**config.mk**
```make
export PLATFORM = sky130hd
export DESIGN_NAME = cp0_reg
export DESIGN_NICKNAME = d
export VERILOG_FILES = /design/src/rtl/cp0_reg.sv
export SDC_FILE = /design/constraint.sdc
export NUM_CORES = 1
export LEC_CHECK = 0
export BUFFER_PORTS_ARGS = -buffer_cell sky130_fd_sc_hd__buf_2
export CORE_MARGIN = 3
export CORE_UTILIZATION = 50
export CTS_CLUSTER_SIZE = 25
export DETAILED_ROUTE_END_ITERATION = 8
export HOLD_SLACK_MARGIN = 0.08
export PLACE_DENSITY = 0.81
export SYNTH_ARGS = -nofsm -noshare
export SYNTH_HDL_FRONTEND = slang
export SYNTH_SLANG_ARGS = --single-unit
```
**constraint.sdc**
```tcl
create_clock -name clk -period 2.6 [get_ports clk]
set_clock_uncertainty 0.15 [all_clocks]
set_input_delay 0.39 -clock clk [delete_from_list [all_inputs] [get_ports clk]]
set_output_delay 0.39 -clock clk [all_outputs]
set_load 0.01 [all_outputs]
```
**src/rtl/cp0_reg.sv**
```systemverilog
// Coprocessor-0 register file: Count/Compare timer, Status, Cause, EPC and the
// read-only Config/PRId words, with a same-cycle write-to-read bypass.
module cp0_reg #(
  parameter logic [31:0] PRID_VALUE   = 32'h004C0102,
  parameter logic [31:0] CONFIG_VALUE = 32'h00008000
) (
  input  logic        clk,
  input  logic        rst,
  input  logic        we_i,
  input  logic [4:0]  waddr_i,
  input  logic [31:0] data_i,
  input  logic [4:0]  raddr_i,
  input  logic [5:0]  int_i,
  output logic [31:0] data_o,
  output logic [31:0] count_o,
  output logic [31:0] compare_o,
  output logic [31:0] status_o,
  output logic [31:0] cause_o,
  output logic [31:0] epc_o,
  output logic [31:0] config_o,
  output logic [31:0] prid_o,
  output logic        timer_int_o
);

  localparam logic [4:0] ADDR_COUNT   = 5'd9;
  localparam logic [4:0] ADDR_COMPARE = 5'd11;
  localparam logic [4:0] ADDR_STATUS  = 5'd12;
  localparam logic [4:0] ADDR_CAUSE   = 5'd13;
  localparam logic [4:0] ADDR_EPC     = 5'd14;
  localparam logic [4:0] ADDR_PRID    = 5'd15;
  localparam logic [4:0] ADDR_CONFIG  = 5'd16;

  localparam logic [31:0] STATUS_RESET = 32'h10000000;

  logic [31:0] count_q,   count_d;
  logic [31:0] compare_q, compare_d;
  logic [31:0] status_q,  status_d;
  logic [31:0] cause_q,   cause_d;
  logic [31:0] epc_q,     epc_d;
  logic        timerInt_q, timerInt_d;

  logic        timerMatch;
  logic        bypassHit;
  logic [31:0] causeMerged;

  assign timerMatch = (compare_q != 32'd0) && (count_q == compare_q);

  // Only IP[9:8], WP and IV are software-writable in Cause.
  always_comb begin
    causeMerged         = cause_q;
    causeMerged[9:8]    = data_i[9:8];
    causeMerged[23:22]  = data_i[23:22];
  end

  always_comb begin
    count_d         = count_q + 32'd1;
    compare_d       = compare_q;
    status_d        = status_q;
    cause_d         = cause_q;
    cause_d[15:10]  = int_i;
    epc_d           = epc_q;
    timerInt_d      = timerInt_q | timerMatch;
    if (we_i) begin
      case (waddr_i)
        ADDR_COUNT:   count_d = data_i;
        ADDR_COMPARE: begin
          compare_d  = data_i;
          timerInt_d = 1'b0;
        end
        ADDR_STATUS:  status_d = data_i;
        ADDR_CAUSE: begin
          cause_d[9:8]   = data_i[9:8];
          cause_d[23:22] = data_i[23:22];
        end
        ADDR_EPC:     epc_d = data_i;
        default:      ;
      endcase
    end
  end

  always_ff @(posedge clk) begin
    if (rst) begin
      count_q    <= 32'd0;
      compare_q  <= 32'd0;
      status_q   <= STATUS_RESET;
      cause_q    <= 32'd0;
      epc_q      <= 32'd0;
      timerInt_q <= 1'b0;
    end else begin
      count_q    <= count_d;
      compare_q  <= compare_d;
      status_q   <= status_d;
      cause_q    <= cause_d;
      epc_q      <= epc_d;
      timerInt_q <= timerInt_d;
    end
  end

  // A write in flight to the register being read is forwarded so execute sees it now.
  assign bypassHit = we_i && (waddr_i == raddr_i);

  always_comb begin
    data_o = 32'd0;
    if (!rst) begin
      case (raddr_i)
        ADDR_COUNT:   data_o = bypassHit ? data_i      : count_q;
        ADDR_COMPARE: data_o = bypassHit ? data_i      : compare_q;
        ADDR_STATUS:  data_o = bypassHit ? data_i      : status_q;
        ADDR_CAUSE:   data_o = bypassHit ? causeMerged : cause_q;
        ADDR_EPC:     data_o = bypassHit ? data_i      : epc_q;
        ADDR_PRID:    data_o = PRID_VALUE;
        ADDR_CONFIG:  data_o = CONFIG_VALUE;
        default:      data_o = 32'd0;
      endcase
    end
  end

  assign count_o     = count_q;
  assign compare_o   = compare_q;
  assign status_o    = status_q;
  assign cause_o     = cause_q;
  assign epc_o       = epc_q;
  assign config_o    = CONFIG_VALUE;
  assign prid_o      = PRID_VALUE;
  assign timer_int_o = timerInt_q;

endmodule

```
==> results.yml <==
status:
  status: "complete, no violations"
setup_path:
  r2r_start: "count_o[4]"
  crit_path_start_kind: "input port"
  worst-path-max-fanout: 44
  worstPathArrival_ps: 2040
  worst_ep_required_time_ps: 2060
  crit_type: "input port to output port"
  rr_endpoint: "count_o[31]"
  reg2reg_depth: 5
  crit_end: "data_o[9]"
  reg2reg_slack_ps: 280
  cp-startpoint: "raddr_i[1]"
  crit_path_end_kind: "output port"
clocking:
  cts_tree: "yes"
  cts_root_buffer: "clkbuf_16"
  clk_path_buf_depth: 2
  insertion_delay_ps: 430
  htreeDepth: 4
  cts_buffers: 17
  clkSinkCount: 139
  clk_pin_slew_ps: 60
route:
  wl_per_cell_um: 20.3
  drc: 0
  drt_first_pass_iters: 7
  vias: 8528
  postRouteAntennaNets: 0
  wl_mm: 29.7
  routed_via_density: 5.81
  first_iter_violations: 1109
yosys:
  synth.top_cell.area_share_pct: 34.7
  synth-compound-area-share_pct: 16.0
  yosys.area_share.simple_pct: 21.6
  post-synth-top-count-cell: "nand2_1"
  synth_flop_cell: "dfxtp_1"
  synth_common_cells: "213 x nand2_1, 139 x dfxtp_1, 97 x a21oi_1"
  synthDistinctLibCells: 55
  synth_mux_area_share_pct: 7.88
  netlist_area_um2: 8030
  ys_seq_area_share_pct: 34.7
  ys_warn_count: 0
  synth_fa_ha_area_share_pct: 0.156
  synth.area.top_cells: "dfxtp_1 35%, nand2_1 10%, buf_4 8.3%"
  syn_area_per_cell_um2: 7.84
  post-synth-top-area-cell: "dfxtp_1"
  synthXorXnorAreaFrac_pct: 7.31
  synth_top_family_by_area: "simple AND/OR/NAND/NOR gates"
  netlist_instances: 1024
  synth_enable_flop_cells: 0
  ys_seq_elements: 139
  synth_async_sr_flop_share_pct: 0
layout:
  finalNonFillerCells: 1468
  post-route-util_pct: 64.4
  nNetsFinal: 1297
  diodes: 0
  multiInputGateArea_um2: 4610
  regArea_um2: 2780
  synthToLayoutAreaGrowth_pct: 24.3
  drive_gt1_share_pct: 26.1
  fillers: 1371
power:
  peakVddDrop_mv: 0.510
  switching_share_pct: 25.1
  p_sw_mw: 1.33
  p_comb_share_pct: 9.7
  p_int_mw: 3.96
  power_frac_clock_pct: 48.9
  p_seq_share_pct: 41.4
  p_leak_nw: 4.23
  power.total_mw: 5.29
  power_density_nw_per_um2: 530
sta:
  setup_ws_ps: 21.4
  worstMarginPinSlew_ps: 781
  setup_viol: 0
  clock.fmax_mhz: 388
  hold_ws_ps: 110
  finalHoldViolations: 0
  final.period_utilization_pct: 99.2
  slew_headroom_pct: 47.9
  drv_slew: 0
  rsz0062_at_grt: "yes"
  fin_crit_ps: 2580
worst_hold_path:
  hp-class: "input port to register"
  min_from: "data_i[13]"
place:
  placed_cells: 1431
  hpwl_mm: 21.7
  gp_congestion: 1.04
  pre_cts_ws_ps: -29.1
  io_buffers: 221
floorplan:
  start_util_pct: 51.9
  design.die.area_um2: 17600
  ios: 308
  die_h_um: 133
  die_w_um: 133
  rows: 45
  core_region_area_um2: 15500
global_route:
  grt-ovfl-total: 0
  grt_pass1_vias: 7766
  grt_pass1_wl_mm: 45.0
  grtUsageTotal_pct: 32.3
  grt_antenna_before_repair: 0
  grt_start_max_net_pins: 140
run:
  maxCapViolations: 0
==> state kept, by name, summed over array words and instances, names as in the netlist <==
| name | flops |
|---|---|
| timer_int_o | 1 |
| compare_o | 32 |
| epc_o | 32 |
| count_o | 32 |
| cause_o | 10 |
| status_o | 32 |
==> cells in the final DEF (no fill, tap or decap), types with 3 or more instances in the layout <==
master	netlist	final
and2_1	3	3
mux2i_1	61	61
clkbuf_16	0	17
clkinv_4	0	4
a31oi_1	6	6
a211oi_1	29	29
nand3_1	13	13
conb_1	2	86
clkbuf_1	62	3
bufinv_16	0	4
nor2_1	67	67
a21oi_1	97	97
nand2_1	213	213
dfxtp_1	139	139
dlygate4sd3_1	0	6
buf_12	0	6
buf_2	9	219
buf_4	89	49
nor4_1	14	13
inv_1	5	5
nor2b_1	9	8
or3_1	4	3
nor3b_2	2	3
a22oi_1	24	24
a222oi_1	6	6
xnor2_1	50	50
xor2_1	17	16
and3_1	4	4
nor3_2	3	4
nand4_1	19	19
and4_1	5	5
o22ai_1	30	30
==> cells by family (layout without fill, tap and decap cells) <==
kind of cell | after synthesis | after routing
flops | 139 | 139
buf+inv | 169 | 318
xor+xnor | 67 | 67
mux | 63 | 63
fa+ha+maj | 1 | 1
simple gates | 377 | 377
other cells | 2 | 86
compound gates | 206 | 206
==> routing by layer <==
metal	up-vias	part of all wire [%]	GRT usage, %
met5	-	0	0
met4	0	3.5	12.0
met3	88	12	5.97
met2	635	44	49.9
met1	3978	40	45.0
li1	3827	-	-
==> final cells by class <==
type / instances / share of cell area, %
multi-input combinational: 800 / 46.2
sequential: 139 / 27.9
timing repair buffer: 282 / 16.9
clock buffer: 21 / 4.51
tap: 211 / 2.65
clock inverter: 10 / 1.68
inverter: 5 / 0.188
==> metrics by stage <==
stage	TNS [ps]	cell area [µm²]
after floorplan	0	8350
after global placement	-14.5	9260
after detailed placement	-44.7	9260
after CTS	0	9960
after global routing	-16.6	9980
final	0	9980
==> how the worst min path moves through the flow <==
| stage | end | cells after the start | slack [ps] |
|---|---|---|---|
| finish | compare_o[13] | 3 | 110 |
| global route | status_o[26] | 3 | 120 |
| CTS | status_o[0] | 3 | 110 |
| detailed placement | epc_o[27] | 2 | 310 |
| global placement | status_o[9] | 2 | 310 |
| floorplan | status_o[23] | 2 | 340 |
==> worst max-delay path, cell delays in order <==
cell and delay [ps]:
buf_4 120, buf_16 290, inv_1 140, buf_4 180, and3_1 160, a221oi_1 280, o211a_1 220, nor3b_1 60
buf_2 170
==> power by group through the flow <==
stage / combinational, mW / sequential, mW / clock [mW]
after floorplan: 0.355 / 2.24 / 0
after global placement: 0.478 / 2.24 / 0
after detailed placement: 0.481 / 2.24 / 0
after CTS: 0.494 / 2.19 / 2.58
after global routing: 0.541 / 2.19 / 2.66
final: 0.513 / 2.19 / 2.58
==> what timing repair did <==
item / in CTS / in global routing
pin swaps: 1 / 0
setup buffers: 0 / 0
hold buffers: 6 / 0
hold endpoints to repair: 6 / 0
resized for setup: 4 / 3
setup endpoints to repair: 8 / 22
Note: power is estimated with default switching activity, not from simulation.
